File: src/rtl/lfsr_source.sv
// lfsr_source
//   Seedable 14-bit maximal-length LFSR pattern source (x^14+x^5+x^3+x+1,
//   period 16383) with a simple IDLE/RUN sequencer and a period counter.
//
//   Ports
//     clk         system clock, rising edge
//     reset       asynchronous, active-high reset
//     seed_in     candidate seed (zero is replaced by SEED_DEFAULT)
//     seed_load   latch seed_in into the seed register and LFSR (IDLE only)
//     start       enter RUN, reload LFSR from seed, clear period_cnt (IDLE only)
//     stop        return to IDLE, LFSR holds (RUN only)
//     step_en     advance the LFSR one step per cycle while in RUN
//     lfsr_out    current LFSR state (registered)
//     msb_out     lfsr_out[13]
//     max_tick    RUN and lfsr_out equals the seed register (registered)
//     running     FSM is in RUN (registered)
//     period_cnt  full periods since last start, saturating at 255
//
//   state | meaning
//   ------+-----------------------------------------------------------
//   IDLE  | not generating; seed may be loaded, start is honoured
//   RUN   | generating; step_en advances the LFSR, stop returns to IDLE

module lfsr_source #(
    parameter logic [13:0] SEED_DEFAULT = 14'h0001
) (
    input  logic        clk,
    input  logic        reset,
    input  logic [13:0] seed_in,
    input  logic        seed_load,
    input  logic        start,
    input  logic        stop,
    input  logic        step_en,
    output logic [13:0] lfsr_out,
    output logic        msb_out,
    output logic        max_tick,
    output logic        running,
    output logic [7:0]  period_cnt
);

    typedef enum logic {
        IDLE = 1'b0,
        RUN  = 1'b1
    } state_t;

    state_t      state_q;
    state_t      state_n;
    logic [13:0] seed_q;
    logic [13:0] seed_n;
    logic [13:0] lfsr_n;
    logic [7:0]  cnt_n;
    logic        max_tick_n;
    logic [13:0] load_val;
    logic [13:0] step_val;
    logic        fb;

    // A zero seed would lock the LFSR up, so it is swapped for the default.
    assign load_val = (seed_in == 14'd0) ? SEED_DEFAULT : seed_in;

    assign fb       = lfsr_out[13] ^ lfsr_out[4] ^ lfsr_out[2] ^ lfsr_out[0];
    assign step_val = {lfsr_out[12:0], fb};

    // State register
    always_ff @(posedge clk or posedge reset) begin
        if (reset) begin
            state_q <= IDLE;
        end else begin
            state_q <= state_n;
        end
    end

    // Next-state logic; stop wins over start in IDLE so the pair is a no-op.
    always_comb begin
        state_n = state_q;
        case (state_q)
            IDLE:    if (start && !stop) state_n = RUN;
            RUN:     if (stop)           state_n = IDLE;
            default: state_n = IDLE;
        endcase
    end

    // Datapath / output next values
    always_comb begin
        seed_n = seed_q;
        lfsr_n = lfsr_out;
        cnt_n  = period_cnt;
        case (state_q)
            IDLE: begin
                if (seed_load) begin
                    seed_n = load_val;
                    lfsr_n = load_val;
                end
                // seed_n already carries a same-cycle seed_load, so a combined
                // load+start runs from the new seed.
                if (start && !stop) begin
                    lfsr_n = seed_n;
                    cnt_n  = 8'd0;
                end
            end
            RUN: begin
                if (!stop && step_en) begin
                    lfsr_n = step_val;
                    if (step_val == seed_q && period_cnt != 8'd255) begin
                        cnt_n = period_cnt + 8'd1;
                    end
                end
            end
            default: ;
        endcase
        // Registered version of "RUN and lfsr_out == seed": evaluate on next values.
        max_tick_n = (state_n == RUN) && (lfsr_n == seed_n);
    end

    always_ff @(posedge clk or posedge reset) begin
        if (reset) begin
            seed_q     <= SEED_DEFAULT;
            lfsr_out   <= SEED_DEFAULT;
            period_cnt <= 8'd0;
            max_tick   <= 1'b0;
            running    <= 1'b0;
        end else begin
            seed_q     <= seed_n;
            lfsr_out   <= lfsr_n;
            period_cnt <= cnt_n;
            max_tick   <= max_tick_n;
            running    <= (state_n == RUN);
        end
    end

    assign msb_out = lfsr_out[13];

endmodule

File: config.mk
export PLATFORM = sky130hd
export DESIGN_NAME = lfsr_source
export DESIGN_NICKNAME = d
export VERILOG_FILES = /design/src/rtl/lfsr_source.sv
export SDC_FILE = /design/constraint.sdc
export NUM_CORES = 1
export LEC_CHECK = 0
export BUFFER_PORTS_ARGS = -buffer_cell sky130_fd_sc_hd__buf_4
export CORE_UTILIZATION = 40
export CTS_BUF_LIST = sky130_fd_sc_hd__clkbuf_16
export DETAILED_ROUTE_END_ITERATION = 8
export SKIP_LAST_GASP = 1
export SLEW_MARGIN = 20
export SYNTH_ARGS = -nofsm -noshare
export SYNTH_HDL_FRONTEND = slang
export SYNTH_SLANG_ARGS = --single-unit
File: constraint.sdc
create_clock -name clk -period 5.6 [get_ports clk]
set_clock_uncertainty 0.2 [all_clocks]
set_input_delay 1.12 -clock clk [delete_from_list [all_inputs] [get_ports clk]]
set_output_delay 1.12 -clock clk [all_outputs]
set_load 0.005 [all_outputs]
**Yosys cells after proc, flatten, opt, wreduce, memory -nomap -nowiden**

Index checks and enable logic that the tools add are counted.

- Bitwise gates (word level): 4
- Add/sub/neg operators: 1
- Equal/unequal tests: 6
- Multiplexer cells: 14
- Reduce and logical (&&, ||, !) cells: 7

Operators with widths:

| operator | number |
|---|---|
| $mux W14 | 6 |
| $eq A14 B14 Y1 | 2 |
| $pmux W14 S2 | 1 |
| $mux W8 | 3 |
| $pmux W8 S2 | 1 |
| $logic_not A14 Y1 | 1 |
| $add A8 B1 Y8 const B | 1 |
| $ne A8 B8 Y1 const B | 1 |
| $logic_and A1 B1 Y1 | 4 |
| $ne A2 B1 Y1 const B | 2 |
| $reduce_and A3 Y1 | 1 |
| $xor A1 B1 Y1 | 3 |
| $mux W1 | 2 |
| $ne A2 B2 Y1 const B | 1 |
| $pmux W1 S2 | 1 |
| $logic_not A1 Y1 | 1 |
| $not A1 Y1 | 1 |

- Register bits after elaboration: 38

**Logic depth before layout (Yosys ltp)**

Gate-level depths: netlist of the first run.

- Depth after elaboration: 8
- Gate-level depth with buffers: 8
- Gate-level depth less buffers: 6

**Least setup slack after synthesis of the first run**

No wires, ideal clock.

- Path kind: in2reg
- Start point: in step_en
- End point: reg period_cnt[7]
- Data required time: 5.323 ns
- Setup slack: 2.775 ns
- Arrival: 2.548 ns
- Cell stages on the path: 7
- Buffers on the path: 1
- Cells stage by stage: nor2b_1 > buf_4 > nand3_2 > nor4_2 > o2111ai_2 > or4_1 > a21oi_1

- Cells in the longest elaborated chain, start to end: 3

Ends and longest elaborated chain:

| item | line | text |
|---|---|---|
| start: declaration | 33 | `input logic step_en,` |
| $logic_and A1 B1 Y1 | 101 | `if (!stop && step_en) begin` |
| $ne A2 B1 Y1 (no line) | - |  |
| $reduce_and A3 Y1 (no line) | - |  |
| end signal: assignment | 124 | `period_cnt <= cnt_n;` |
| end: declaration | 38 | `output logic [7:0] period_cnt` |

Every way passes these cells.
A chain may end at the register's enable or synchronous reset.

**Worst setup path after layout of the first run**

- Start point: in stop
- End point: reg period_cnt[7]

- Cells in the longest elaborated chain, start to end: 4
- Elaborated cells on any way between the ends: 6

Ends and longest elaborated chain:

| item | line | text |
|---|---|---|
| start: declaration | 32 | `input logic stop,` |
| $logic_not A1 Y1 (*) | 95, 101 |  |
| $logic_and A1 B1 Y1 (on tied branches) | 95, 101 |  |
| $ne A2 B2 Y1 (no line) / $ne A2 B1 Y1 (equally long branches) | - |  |
| $reduce_and A3 Y1 (no line) (*) | - |  |

Mark *: on every way between the ends. The rest lies on a longest branch, timed or not.

==> results of run 1 <==
## synthesized netlist by cell type, drive strengths merged, types with 2 or more instances
cell     number
nor3          5
inv           7
nor2          5
o22ai         3
o31ai         2
clkbuf       12
dfrtp        36
a211oi       12
o211ai        6
nor4          3
buf           6
xor2          3
nor2b         3
a31oi         2
or4           4
nand3         5
mux2i        13
xnor2        23
nand2        71
nand2b        2
o2111ai       2
o21ai        12
dfstp         2
mux2          2
and3b         2
a21oi        25
nand4         5
## final cells by class
type                    count  area [um^2]
fillers                   581         2930
multi-input cells         224         1380
flip-flops and latches     38          953
repair buffers             49          368
clock buffers               5          125
well taps                  75         93.8
inverters                   7         26.3
clock inverters             3         11.3
## state kept, by name (all words and copies together) (netlist names)
register / flops
running: 1
max_tick: 1
period_cnt: 8
lfsr_out: 14
seed_q: 14
## report_power, final
group / switching (mW) / internal (mW) / leakage (nW)
logic: 0.116 / 0.119 / 0.731
clock network: 0.108 / 0.160 / 0.0738
registers: 0.0586 / 0.310 / 0.466
## final timing paths
check                      startpoint  cells after the start  slack, ps            end
setup / recovery                 stop                      8       2390  period_cnt[7]
hold / removal              seed_q[8]                      2        370      seed_q[8]
setup reg to reg              running                      6       2700  period_cnt[7]
hold reg to reg             seed_q[8]                      2        370      seed_q[8]
max in group asynchronous       reset                      3       4060      seed_q[0]
min in group asynchronous       reset                      3        770      seed_q[2]
## kinds of logic after synthesis
group                      count (synthesis)  synth area share
and+or+nand+nor                          111             0.213
AOI/OAI and AO/OA                         70             0.183
adders and majority gates                  1           0.00513
DFF                                       38             0.391
buffers and inverters                     25            0.0426
muxes                                     15            0.0626
xor gates and xnor gates                  27             0.103
## worst reg2reg max path, cell delays in order (launching register included)
cell and delay [ps]:
dfrtp_1 670, buf_4 400, nand3_2 110, nor4_2 310, o2111ai_2 400, or4_1 580
a21oi_1 170
## routing by layer
layer	global-route usage	part of all wire
met5	0	0
met2	0.347	0.43
met4	0.0714	0.017
met1	0.350	0.49
met3	0.0409	0.062
## metrics by stage
stage | instances | utilization | area (um^2)
2_1_floorplan | 287 | - | 2440
3_3_place_gp | 393 | 0.480 | 2820
3_5_place_dp | 393 | 0.480 | 2820
4_1_cts | 401 | 0.503 | 2960
5_1_grt | 401 | 0.503 | 2960
6_report | 401 | 0.503 | 2960
==> results.md, run 1 <==
* Status: finished, final reports clean
* Max incr delay on CP at between 500 and 600 ps
* ANT cells at 0
* RSZ-0062 raised after global routing: no
* Minimum clock period after layout at approximately 3200 ps
* Net count, final at between 300 and 400
* ANT nets after route at 0
* DR WL/cell at ~17 um
* Normalized max-slew margin at 0.399
* Initial Util at 0.414
* # Max-Cap Violations at 0
* Most frequent cells in the layout: nand2_1, buf_4, dfrtp_1
* Initial DRC Count at about 160
* Slowest cell on crit path: or4_1
* Num ports at 45
* # DRC at 0
* Max Transition Viols Final at 0
* Max FO, Critical Path at 16
* Worst-Skew Late Latency at 280 ps
* PnR Total Power at around 0.87 mW
* Via count at 2250
* CTS tree: yes
* Chip width at around 80 um
* Seq cells post-synth at 38
* Vias in the first global route at between 2000 and 2500
* WP data arrival at roughly 3200 ps
* Max Fclk at between 300 and 400 MHz
* PortBufs at 44
* Lkg Pwr at between 1 and 1.5 nW
* Most common cell after layout, fill and taps aside: nand2_1
* Post-CTS Setup Bufs at 0
* Mapped Area at roughly 2400 um^2
* CP top delay family: simple AND/OR/NAND/NOR gates
* Cells along the critical path: buf_4 > nor2b_2 > buf_4 > nand3_2 > nor4_2 > o2111ai_2 > or4_1 > a21oi_1
* Setup crit start kind: primary input
* Die area at about 6400 um^2
* Final worst setup slack at ~2400 ps
* Hold_buf cts at 0
* Area of the core at a little under 6000 um^2
* Synth warn at 0
* Global-route wire length before repair at between 10 and 15 mm
* Final setup viols at 0
* Seq/Total Area, Yosys at 0.391
* Pwr Density at 295 nW/um^2
* Final global-route overflow total at 0
* Worst hold path type: flip-flop to flip-flop
* Pre-CTS setup slack at about 2100 ps
* Area leader, netlist: dfrtp_1
* Final WL at just under 7 mm
* Die H at between 80 and 90 um
* Via density at 5.61
* Setup TNS at 0 ps
* Largest cells by area after synthesis: dfrtp_1, nand2_1, xnor2_1
* Mapped Cells at around 290
* CTS Buf Count at 5
* Post-Syn Area per Cell at 8.49 um^2
* Critical Path Sink Type: flip-flop
* Largest net degree at the start of global routing at 39
* Final GP Congestion at 0.832
* Syn_nets at slightly above 300
* Share of layout cells above drive strength 1 at 0.190
* Final period utilization at 0.573
* CP required at about 5600 ps
* Number of antenna violations at the first check in global routing at 0
* Hpwl dp at 4.69 mm
* H-tree depth at 2
* GR Util All Layers at 0.236
* Final hold vios at 0
* CTS clk-pin slew, worst paths at 60 ps
* Synth Flop Type: dfrtp_1
* Critical path's most frequent cell: buf_4
* Iteration count of the initial detailed-routing pass at 6
* Root buf cell: clkbuf_16
* Count of cell types in the netlist at 46
* Peak VDD IR at ~0.00015 V
* Critical path type: primary input to flip-flop
* Number of synthesized flops with an enable pin at 0
* Synthesis-to-finish area growth at 21.5%
* Clk buf depth at 2
* CP Buf/Inv Count at 2
* Post-cts resize count at 0
* Post-synth ARST share at 1.00
* Hold Worst Slack at 372 ps
* CTS Sinks at 38
* Yosys top cell area share at 0.370
* Worst Tran Pin Value at about 900 ps
* Cell row count at 28
Power figures use the tool's default switching activity.
==> run 2: changes to the inputs <==
clock period = 3.3 ns   (was 5.6 ns; I/O delays follow)
==> run 2 against run 1 <==
Compared with the run above: flip-flop and latch count did not move; power rose by 69%; global-route usage fell by 0.76 points; wire length fell by 1.8%; first-iteration DRC count rose by 12%; critical path depth fell by 2.
==> results.md, run 2 (same netlist as run 1, synthesis figures left out) <==
* Cells along the critical path: xnor2_1 > nand4_1 > nor4_2 > o2111ai_2 > or4_1 > a21oi_1
* Synthesis-to-finish area growth at 22.1%
* Lkg Pwr at ~1.3 nW
* H-tree depth at 2
* RSZ-0062 raised after global routing: no
* Largest registers: lfsr_out x14, seed_q x14, period_cnt x8
* Hold Worst Slack at about 300 ps
* # DRC at 0
* Max Fclk at 384 MHz
* Initial Util at 0.414
* CTS tree: yes
* Status: finished, final reports clean
* WP data arrival at about 2600 ps
* Cell row count at 28
* Final period utilization at 0.790
* Critical path type: flip-flop to flip-flop
* Chip width at approximately 80 um
* Worst r2r src: lfsr_out[2]
* Via count at around 2200
* Post-CTS Setup Bufs at 0
* Max incr delay on CP at ~590 ps
* Slowest cell on crit path: or4_1
* CP required at between 3000 and 4000 ps
* CP Capture Point: period_cnt[7]
* Max FO, Critical Path at 16
* CTS Sinks at 38
* GR Util All Layers at 0.228
* Minimum clock period after layout at between 2000 and 3000 ps
* PortBufs at 44
* Final hold vios at 0
* DR WL/cell at roughly 17 um
* Largest net degree at the start of global routing at 43
* Final setup viols at 0
* Num ports at 45
* Worst hold path type: primary input to asynchronous set/reset pin
* Hpwl dp at between 4 and 5 mm
* Iteration count of the initial detailed-routing pass at 6
* Initial DRC Count at 181
* Reg2reg path depth at 6
* Normalized max-slew margin at 0.565
* CP Buf/Inv Count at 0
* Setup TNS at 0 ps
* Pwr Density at ~500 nW/um^2
* Worst-Skew Late Latency at roughly 280 ps
* Global-route wire length before repair at between 10 and 15 mm
* Post-cts resize count at 0
* RR Endpoint: period_cnt[7]
* CP top delay family: simple AND/OR/NAND/NOR gates
* Final WL at 6.77 mm
* CTS clk-pin slew, worst paths at around 60 ps
* Most common cell after layout, fill and taps aside: nand2_1
* Hold_buf cts at 0
* ANT cells at 0
* Worst Tran Pin Value at 652 ps
* Die H at about 80 um
* Number of antenna violations at the first check in global routing at 0
* Share of layout cells above drive strength 1 at 0.198
* Vias in the first global route at ~2000
* FF-to-FF setup slack at roughly 700 ps
* Area of the core at ~5900 um^2
* # Max-Cap Violations at 0
* ANT nets after route at 0
* Fillers at just under 600
* Net count, final at roughly 350
* Final GP Congestion at ~0.85
* Critical Path Sink Type: flip-flop
* Worst setup path start: lfsr_out[2]
* Final global-route overflow total at 0
* Via density at approximately 5.5
* Max Transition Viols Final at 0
* WP depth at 6
* CTS Buf Count at 5
* Setup crit start kind: flip-flop
* Root buf cell: clkbuf_16
* Peak VDD IR at between 0.0002 and 0.00025 V
* Die area at 6410 um^2
* Clk buf depth at 2
* Most frequent cells in the layout: nand2_1, buf_4, dfrtp_1
run 2: through the flow:
| step | setup WS (ps) | cell area [um^2] | std cells | utilization | total power, mW |
|---|---|---|---|---|---|
| global placement | 556 | 2840 | 395 | 0.482 | 1.03 |
| CTS | 689 | 2980 | 403 | 0.506 | 1.49 |
| finish | 694 | 2980 | 403 | 0.506 | 1.48 |
| floorplan | 935 | 2440 | 287 | - | 0.870 |
| detailed placement | 496 | 2840 | 395 | 0.482 | 1.03 |
| global route | 480 | 2980 | 403 | 0.506 | 1.56 |
run 2: final cells by class:
cell class	instances	area, um^2	area share
multi-input combinational	224	1380	0.464
sequential	38	953	0.320
timing repair buffer	51	383	0.129
clock buffer	5	125	0.0420
tap	75	93.8	0.0315
inverter	7	26.3	0.00883
clock inverter	3	12.5	0.00420
run 2: power by group:
part | switching (mW) | leakage (nW) | internal [mW]
combinational | 0.197 | 0.741 | 0.203
clock | 0.180 | 0.0724 | 0.273
sequential | 0.0979 | 0.466 | 0.526
run 2: layer usage:
metal | track usage | share of wire | vias to the layer above
met5 | 0 | 0 | -
met1 | 0.349 | 0.50 | 1060
met3 | 0.0352 | 0.050 | 8
met4 | 0.0679 | 0.015 | 0
li1 | - | - | 1098
met2 | 0.327 | 0.43 | 64
run 2: how the worst min path moves through the flow:
| stage | endpoint | cells past startpoint | slack (ps) | from |
|---|---|---|---|---|
| 2_1_floorplan | seed_q[6] | 2 | 320 | seed_q[6] |
| 3_3_place_gp | seed_q[8] | 2 | 350 | seed_q[8] |
| 3_5_place_dp | seed_q[3] | 2 | 370 | seed_q[3] |
| 4_1_cts | lfsr_out[3] | 3 | 320 | reset |
| 5_1_grt | seed_q[1] | 3 | 360 | reset |
| 6_report | lfsr_out[3] | 3 | 300 | reset |
run 2: worst min-delay path, cell delays in order:
cell	delay, ps
buf_4	110
inv_1	40
buf_4	420
